[config.mk]
export PLATFORM = sky130hd
export DESIGN_NAME = ps2_key_decoder
export DESIGN_NICKNAME = d
export VERILOG_FILES = /design/src/rtl/ps2_key_decoder.sv
export SDC_FILE = /design/constraint.sdc
export NUM_CORES = 1
export LEC_CHECK = 0
export ABC_AREA = 0
export BUFFER_PORTS_ARGS = -buffer_cell sky130_fd_sc_hd__buf_2
export CAP_MARGIN = 20
export CORE_ASPECT_RATIO = 1.5
export CORE_MARGIN = 2
export CORE_UTILIZATION = 55
export DETAILED_ROUTE_END_ITERATION = 6
export GPL_ROUTABILITY_DRIVEN = 0
export GPL_TIMING_DRIVEN = 0
export PLACE_DENSITY = 0.83
export RECOVER_POWER = 50
export SLEW_MARGIN = 5
export SYNTH_ARGS = -nofsm -noshare
export SYNTH_HDL_FRONTEND = slang
export SYNTH_SLANG_ARGS = --single-unit
[constraint.sdc]
create_clock -name clk_sys -period 2.7 [get_ports clk_sys]
set_input_delay 0.135 -clock clk_sys [delete_from_list [all_inputs] [get_ports clk_sys]]
set_output_delay 0.135 -clock clk_sys [all_outputs]
set_load 0.02 [all_outputs]
[src/rtl/ps2_key_decoder.sv]
// PS/2 keyboard receiver: synchronises and filters the device-driven clock/data lines, frames
// bytes, and assembles E0/F0/E1 prefixed scancodes into the 11-bit ps2_key event bus.
module ps2_key_decoder #(
  parameter int FILTER  = 4,
  parameter int TIMEOUT = 100000
) (
  input  logic        clk_sys,
  input  logic        reset_n,
  input  logic        ps2_clk_in,
  input  logic        ps2_data_in,
  output logic [10:0] ps2_key,
  output logic        frame_err,
  output logic        busy
);

  localparam int FW = $clog2(FILTER) + 1;
  localparam int TW = $clog2(TIMEOUT) + 1;
  localparam logic [FW-1:0] FILT_MAX = FW'(FILTER - 1);
  localparam logic [TW-1:0] TO_MAX   = TW'(TIMEOUT - 1);

  localparam logic [1:0] IDLE   = 2'd0;
  localparam logic [1:0] DATA   = 2'd1;
  localparam logic [1:0] PARITY = 2'd2;
  localparam logic [1:0] STOP   = 2'd3;

  logic          clk_s1, clk_s2, data_s1, data_s2;
  logic          clk_filt;
  logic [FW-1:0] filt_cnt;
  logic          fe;

  logic [1:0]    state;
  logic [2:0]    bit_cnt;
  logic [7:0]    shift;
  logic          par_bit;
  logic [TW-1:0] to_cnt;

  logic [7:0]    byte_p1;
  logic          vld_p1;
  logic          bad_p1;

  logic          ext, rel;
  logic [2:0]    skip;

  assign busy = (state != IDLE);

  // Stage p0: synchronisers and clock glitch filter; fe marks an accepted falling edge
  always_ff @(posedge clk_sys or negedge reset_n) begin
    if (!reset_n) begin
      clk_s1   <= 1'b1;
      clk_s2   <= 1'b1;
      data_s1  <= 1'b1;
      data_s2  <= 1'b1;
      clk_filt <= 1'b1;
      filt_cnt <= '0;
      fe       <= 1'b0;
    end else begin
      clk_s1  <= ps2_clk_in;
      clk_s2  <= clk_s1;
      data_s1 <= ps2_data_in;
      data_s2 <= data_s1;
      fe      <= 1'b0;
      if (clk_s2 == clk_filt) begin
        filt_cnt <= '0;
      end else if (filt_cnt == FILT_MAX) begin
        clk_filt <= clk_s2;
        filt_cnt <= '0;
        fe       <= clk_filt;
      end else begin
        filt_cnt <= filt_cnt + 1'b1;
      end
    end
  end

  // Stage p1: frame FSM with timeout; checked byte is registered into byte_p1/vld_p1
  always_ff @(posedge clk_sys or negedge reset_n) begin
    if (!reset_n) begin
      state     <= IDLE;
      bit_cnt   <= '0;
      shift     <= '0;
      par_bit   <= 1'b0;
      to_cnt    <= '0;
      byte_p1   <= '0;
      vld_p1    <= 1'b0;
      bad_p1    <= 1'b0;
      frame_err <= 1'b0;
    end else begin
      vld_p1    <= 1'b0;
      bad_p1    <= 1'b0;
      frame_err <= 1'b0;
      if (fe) begin
        to_cnt <= '0;
        case (state)
          IDLE: begin
            if (!data_s2) begin
              state   <= DATA;
              bit_cnt <= '0;
            end else begin
              frame_err <= 1'b1;
            end
          end
          DATA: begin
            shift   <= {data_s2, shift[7:1]};
            bit_cnt <= bit_cnt + 1'b1;
            if (bit_cnt == 3'd7) state <= PARITY;
          end
          PARITY: begin
            par_bit <= data_s2;
            state   <= STOP;
          end
          default: begin
            byte_p1   <= shift;
            vld_p1    <= (^{shift, par_bit}) & data_s2;
            bad_p1    <= ~((^{shift, par_bit}) & data_s2);
            frame_err <= ~((^{shift, par_bit}) & data_s2);
            state     <= IDLE;
          end
        endcase
      end else if (state == IDLE) begin
        to_cnt <= '0;
      end else if (to_cnt == TO_MAX) begin
        // abandoned frame: drop back silently, keep any pending prefix flags
        state <= IDLE;
        shift <= '0;
      end else begin
        to_cnt <= to_cnt + 1'b1;
      end
    end
  end

  // Stage p2: prefix assembler drives the event bus
  always_ff @(posedge clk_sys or negedge reset_n) begin
    if (!reset_n) begin
      ps2_key <= '0;
      ext     <= 1'b0;
      rel     <= 1'b0;
      skip    <= '0;
    end else if (bad_p1) begin
      ext  <= 1'b0;
      rel  <= 1'b0;
      skip <= '0;
    end else if (vld_p1) begin
      if (skip != 3'd0) begin
        skip <= skip - 1'b1;
      end else if (byte_p1 == 8'hE1) begin
        skip <= 3'd7;
        ext  <= 1'b0;
        rel  <= 1'b0;
      end else if (byte_p1 == 8'hE0) begin
        ext <= 1'b1;
      end else if (byte_p1 == 8'hF0) begin
        rel <= 1'b1;
      end else begin
        ps2_key <= {~ps2_key[10], ~rel, ext, byte_p1};
        ext     <= 1'b0;
        rel     <= 1'b0;
      end
    end
  end

endmodule
==> impl_metrics.py, run 1 <==
metrics = {
    "timing": {
        "min_period_ns": 2.33,
        "clock_skew_ns": 0.00641,
        "finalSetupTns_ns": 0,
        "rsz0062_at_grt": "false",
        "finalSetupViolations": 0,
        "final-hold-violation-count": 0,
        "finalCritPeriodShare": 0.864,
        "slew_viol_final": 69,
        "slew_headroom": -0.0692,
        "worstMarginPinSlew_ns": 1.60,
        "max_freq_ghz": 0.429,
    },
    "finish": {
        "stdcell_area_mm2": 0.00349,
        "layout.nets": 326,
        "seqCellArea_mm2": 0.00171,
        "area_delta_synth_final_pct": 12.0,
        "fillers": 464,
        "drive_gt1_frac": 0.123,
        "multiInputGateArea_mm2": 0.00134,
        "diodes": 0,
    },
    "floorplanning": {
        "die_h_um": 96.2,
        "io_pins": 17,
        "core_region_area_mm2": 0.00545,
        "rows": 33,
        "die_w_um": 65.5,
        "die_area_mm2": 0.00629,
        "start_util": 0.572,
    },
    "yosys": {
        "synth_edf_count": 0,
        "syn_area_mm2": 0.00312,
        "yosysWarningCount": 0,
        "yosysSeqAreaShare": 0.548,
        "synthCells": 282,
        "synth_cell_type_count": 47,
        "synth_seq_cells": 68,
        "avgSynthCellArea_um2": 11.0,
        "synth.net_count": 296,
        "synthFlopType": "dfrtp_1",
        "ys_async_sr_fraction": 1.00,
    },
    "routing": {
        "vias_per_cell": 5.50,
        "drc": 0,
        "wirelength_um": 5200,
        "postRouteAntennaNets": 0,
        "vias": 2128,
        "routedWlPerCell_um": 13.4,
        "first_iter_violations": 67,
        "firstDrtPassIters": 4,
    },
    "grt": {
        "grt_usage": 0.191,
        "first_global_vias": 2123,
        "grt_pass1_wl_um": 8930,
        "antenna_found_initial": 0,
        "gr-total-overflow": 0,
        "grt_max_degree": 69,
    },
    "clocking": {
        "clkLatencyLatePin_ns": 0.34,
        "root_buffer": "clkbuf_8",
        "cts-htree-levels": 3,
        "cts.sinks": 68,
        "cts_max_path_buffers": 2,
        "path_clk_slew_ns": 0.07,
        "cts_buffers": 9,
        "post_cts_buffers": 0,
        "cts_resized": 0,
        "cts_tree": "built",
    },
    "place": {
        "hpwl_um": 3660,
        "placed_area_mm2": 0.00329,
        "io_buffer_count": 16,
    },
    "outcome": {
        "violations": "capacitance limit, slew limit",
        "status": "finished with violations",
    },
    "power_and_ir_drop": {
        "p_int_w": 0.00170,
        "switching_share": 0.287,
        "peakVddDrop_v": 0.000472,
        "clockPowerShare": 0.339,
        "combinationalPowerShare": 0.154,
        "switching_power_w": 0.000683,
        "power.static_leakage_nw": 1.66,
        "power.density_mw_per_mm2": 682,
        "power_frac_seq": 0.507,
    },
    "critical_path": {
        "critPathLaunchType": "flop",
        "arrival_ns": 2.56,
        "critPathMaxStageDelay_ns": 0.57,
        "path_max_fanout": 9,
        "end_kind": "flop",
        "crit_required_ns": 2.93,
        "worstSetupPathType": "reg2reg",
        "slowest_stage": "nor2_1",
        "critPathTopFamily": "simple AND/OR/NAND/NOR gates",
        "path_cells": "inv_1, ha_1, nand3b_1, or2_0, clkbuf_1, nor2_1, mux2_1",
        "crit_buf_inv": 2,
    },
    "worst_hold_path": {
        "hp-class": "reg2reg",
    },
    "job": {
        "maxCapViolCount": 1,
    },
}
state kept, by name (all words and copies together), names as in the netlist, 2 cells and up:
signal / cells
byte_p1: 8
bit_cnt: 3
ps2_key: 11
shift: 8
state: 2
skip: 3
to_cnt: 18
filt_cnt: 3
logic make-up after synthesis:
family                     Yosys count  share of synthesized area
AOI/OAI and AO/OA                   41                     0.0771
xor gates and xnor gates            20                     0.0651
adders and majority gates           10                     0.0402
buffers and inverters               16                     0.0217
DFF                                 68                      0.548
muxes                               19                     0.0675
and+or+nand+nor                    108                      0.180
synthesized netlist by cell type, types with 6 or more instances:
master / n / share of area
nand3_1: 10 / 0.016
nand2_1: 31 / 0.037
xor2_1: 8 / 0.022
ha_1: 10 / 0.040
a21oi_1: 12 / 0.019
xnor2_1: 10 / 0.028
o21ai_1: 11 / 0.018
nor2_1: 30 / 0.036
mux2_2: 10 / 0.036
mux2_1: 6 / 0.022
dfrtp_1: 63 / 0.51
inv_1: 9 / 0.011
clkbuf_1: 6 / 0.0072
area by class of cell:
class | instances | area share
buffer | 7 | 0.00968
clock buffer | 9 | 0.0355
clock inverter | 7 | 0.0194
inverter | 9 | 0.00968
multi-input combinational | 198 | 0.384
sequential | 68 | 0.489
tap | 70 | 0.0251
timing repair buffer | 19 | 0.0272
worst register-to-register path, cell delays in order (launching register included):
cell and delay, ns:
dfrtp_1 0.36, inv_1 0.11, ha_1 0.23, nand3b_1 0.18, or2_0 0.24, clkbuf_1 0.14
nor2_1 0.57, mux2_1 0.39
routing by layer:
layer  global-route usage  part of all wire
met4                0.135             0.013
met5                    0                 0
met3               0.0281             0.025
met2                0.361              0.55
met1                0.184              0.41
cell usage in the layout (no fill, tap or decap), types with 3 or more instances in the layout:
cell / instances
dfrtp_1: 63
nand2_1: 31
nor2_1: 30
clkbuf_1: 18
a21oi_1: 12
o21ai_1: 11
xnor2_1: 10
nand3_1: 10
mux2_2: 10
ha_1: 10
inv_1: 9
clkbuf_8: 9
xor2_1: 8
mux2_1: 6
or3_1: 5
o21ai_0: 5
or2_1: 4
dfstp_2: 4
mux2i_1: 3
and3_1: 3
o31ai_1: 3
clkinvlp_4: 3
clkinv_2: 3
dlygate4sd3_1: 3
buf_2: 3
per-stage QoR:
stage / utilization / hold slack [ns] / total power, W / instances / setup slack [ns]
CTS: 0.643 / 0.357 / 0.00241 / 387 / 0.331
global placement: 0.602 / 0.240 / 0.00157 / 368 / 0.432
detailed placement: 0.603 / 0.241 / 0.00159 / 368 / 0.348
floorplan: - / -0.161 / 0.00148 / 282 / 0.601
global route: 0.640 / 0.361 / 0.00252 / 387 / 0.152
finish: 0.640 / 0.356 / 0.00238 / 387 / 0.368
power by group through the flow:
stage               Clock [W]  Sequential (W)  Combinational (W)
finish               0.000807         0.00121           0.000367
global route         0.000868         0.00122           0.000429
CTS                  0.000830         0.00121           0.000376
detailed placement          0         0.00122           0.000368
global placement            0         0.00122           0.000348
floorplan                   0         0.00121           0.000276
worst paths after layout:
kind,from,to,slack [ns],cells past startpoint
max,skip[0]$_DFFE_PN0P_,ps2_key[2]$_DFFE_PN0P_,0.37,7
min,clk_s1$_DFF_PN1_,clk_s2$_DFF_PN1_,0.36,0
max reg2reg,skip[0]$_DFFE_PN0P_,ps2_key[2]$_DFFE_PN0P_,0.37,7
min reg2reg,clk_s1$_DFF_PN1_,clk_s2$_DFF_PN1_,0.36,0
max in group asynchronous,reset_n,to_cnt[14]$_DFFE_PN0P_,1.01,2
min in group asynchronous,reset_n,ps2_key[8]$_DFFE_PN0P_,0.73,2
timing repair:
item	CTS	global route
endpoints found under the hold margin	65	0
endpoints found under the setup margin	0	0
hold buffers	3	0
No activity file was read; power rests on OpenSTA's default activity.
==> inputs of run 2 (changes only) <==
- CORE_UTILIZATION: 55 -> 30
- PLACE_DENSITY: 0.83 -> 0.55
- clock period: 2.7 -> 2.6 ns (I/O delays scaled with it)
==> impl_metrics.py, run 2 (synthesis results as in run 1) <==
metrics = {
    "outcome": {
        "status": "finished with violations",
        "violations": "capacitance limit, slew limit",
    },
    "place": {
        "hpwl_um": 3860,
        "placed_area_mm2": 0.00337,
        "io_buffer_count": 16,
    },
    "clocking": {
        "cts.sinks": 68,
        "clkLatencyLatePin_ns": 0.33,
        "root_buffer": "clkbuf_16",
        "cts_max_path_buffers": 2,
        "cts_tree": "built",
        "cts-htree-levels": 3,
        "path_clk_slew_ns": 0.06,
        "cts_buffers": 9,
    },
    "finish": {
        "final_cell_mix": "dfrtp_1, nand2_1, nor2_1, buf_2, a21oi_1",
        "reg_top3": "to_cnt x18, ps2_key x11",
        "diodes": 0,
        "layout.nets": 327,
        "drive_gt1_frac": 0.164,
        "area_delta_synth_final_pct": 17.4,
        "largest_register": "to_cnt",
        "largest_reg_flops": 18,
        "stdcell_area_mm2": 0.00366,
        "layout_commonest_cell": "dfrtp_1",
    },
    "grt": {
        "first_global_vias": 2138,
        "grt_usage": 0.111,
        "gr-total-overflow": 0,
        "grt_max_degree": 69,
        "grt_pass1_wl_um": 9750,
        "antenna_found_initial": 0,
    },
    "floorplanning": {
        "start_util": 0.307,
        "die_w_um": 87.2,
        "die_area_mm2": 0.0112,
        "core_region_area_mm2": 0.0101,
        "rows": 45,
        "io_pins": 17,
        "die_h_um": 129,
    },
    "power_and_ir_drop": {
        "power.density_mw_per_mm2": 751,
        "peakVddDrop_v": 0.000308,
        "power.static_leakage_nw": 1.75,
    },
    "timing": {
        "worstMarginPinSlew_ns": 1.67,
        "final-hold-violation-count": 0,
        "finalSetupViolations": 0,
        "clock_skew_ns": 0.00834,
        "slew_headroom": -0.116,
        "finalCritPeriodShare": 0.894,
        "min_period_ns": 2.32,
        "max_freq_ghz": 0.430,
        "slew_viol_final": 69,
        "finalSetupTns_ns": 0,
        "rsz0062_at_grt": "false",
    },
    "routing": {
        "wirelength_um": 5560,
        "postRouteAntennaNets": 0,
        "firstDrtPassIters": 4,
        "vias_per_cell": 4.83,
        "first_iter_violations": 104,
        "routedWlPerCell_um": 12.8,
        "drc": 0,
        "vias": 2103,
    },
    "job": {
        "maxCapViolCount": 1,
    },
    "critical_path": {
        "crit_required_ns": 2.81,
        "reg2regPathDepth": 7,
        "regToRegSetupSlack_ns": 0.28,
        "arrival_ns": 2.54,
        "critPathTopFamily": "simple AND/OR/NAND/NOR gates",
        "end_kind": "flop",
        "crit_buf_inv": 2,
        "worstSetupPathType": "reg2reg",
        "path_max_fanout": 9,
        "critPathLaunchType": "flop",
        "critPathMaxStageDelay_ns": 0.56,
        "r2r_end": "ps2_key[5]$_DFFE_PN0P_",
        "path_cells": "inv_1, ha_1, nand3b_1, or2_0, clkbuf_1, nor2_1, mux2_1",
        "cp-startpoint": "skip[0]$_DFFE_PN0P_",
        "r2r_start": "skip[0]$_DFFE_PN0P_",
        "slowest_stage": "nor2_1",
    },
    "worst_hold_path": {
        "hp-class": "reg2reg",
        "holdPathStages": 0,
        "hold-path-endpoint": "data_s2$_DFF_PN1_",
        "worstHoldStart": "data_s1$_DFF_PN1_",
    },
}
run 2: changes by cell type in the layout (fill, tap and decap cells not counted), sizes merged:
cell	delta
clkinv	-1
clkinvlp	+1
bufinv	-1
inv	+1
clkbuf	-11
buf	+12
run 2: stage by stage:
| step | std cells | hold slack [ns] | util | total power [W] | setup WS (ns) |
|---|---|---|---|---|---|
| global placement | 415 | 0.236 | 0.330 | 0.00164 | 0.294 |
| floorplan | 282 | -0.166 | - | 0.00154 | 0.501 |
| CTS | 435 | 0.354 | 0.363 | 0.00279 | 0.238 |
| detailed placement | 416 | 0.166 | 0.333 | 0.00166 | 0.240 |
| finish | 435 | 0.355 | 0.361 | 0.00275 | 0.275 |
| global route | 435 | 0.360 | 0.361 | 0.00291 | 0.0526 |
run 2: worst max-delay path by stage:
stage,to,slack [ns],cells past startpoint
3_3_place_gp,ps2_key[2]$_DFFE_PN0P_,0.29,7
2_1_floorplan,to_cnt[1]$_DFFE_PN0P_,0.50,6
5_1_grt,ps2_key[4]$_DFFE_PN0P_,0.05,7
4_1_cts,ps2_key[8]$_DFFE_PN0P_,0.24,7
6_report,ps2_key[5]$_DFFE_PN0P_,0.28,7
3_5_place_dp,ps2_key[5]$_DFFE_PN0P_,0.24,7
run 2: power breakdown:
part	leakage, nW	internal, W	switching (W)
Sequential	0.916	0.00117	0.0000871
Combinational	0.712	0.000164	0.000221
Clock	0.124	0.000647	0.000461
run 2: layout make-up:
cell class,count,area (um2)
repair buffers,20,118
fillers,1020,6480
flip-flops and latches,68,1710
clock buffers,9,225
multi-input cells,198,1340
plain buffers,7,33.8
inverters,9,33.8
well taps,117,146
clock inverters,7,52.6
run 2: timing repair:
item | in CTS | in global routing
buffers inserted | 0 | 0
hold buffers | 3 | 0
hold endpoints to repair | 65 | 0
resized for setup | 0 | 0
endpoints found under the setup margin | 0 | 0
run 2: metal layers:
| metal | up-vias | global-route usage | part of all wire |
|---|---|---|---|
| met5 | - | 0 | 0 |
| met4 | 0 | 0.0462 | 0.013 |
| met3 | 5 | 0.0353 | 0.033 |
| met2 | 25 | 0.196 | 0.53 |
| met1 | 1037 | 0.122 | 0.43 |
| li1 | 1036 | - | - |
run 2: worst reg2reg max path, stage by stage (launching register included):
cell      delay, ns
dfrtp_1        0.35
inv_1          0.11
ha_1           0.22
nand3b_1       0.19
or2_0          0.25
clkbuf_1       0.14
nor2_1         0.56
mux2_1         0.39
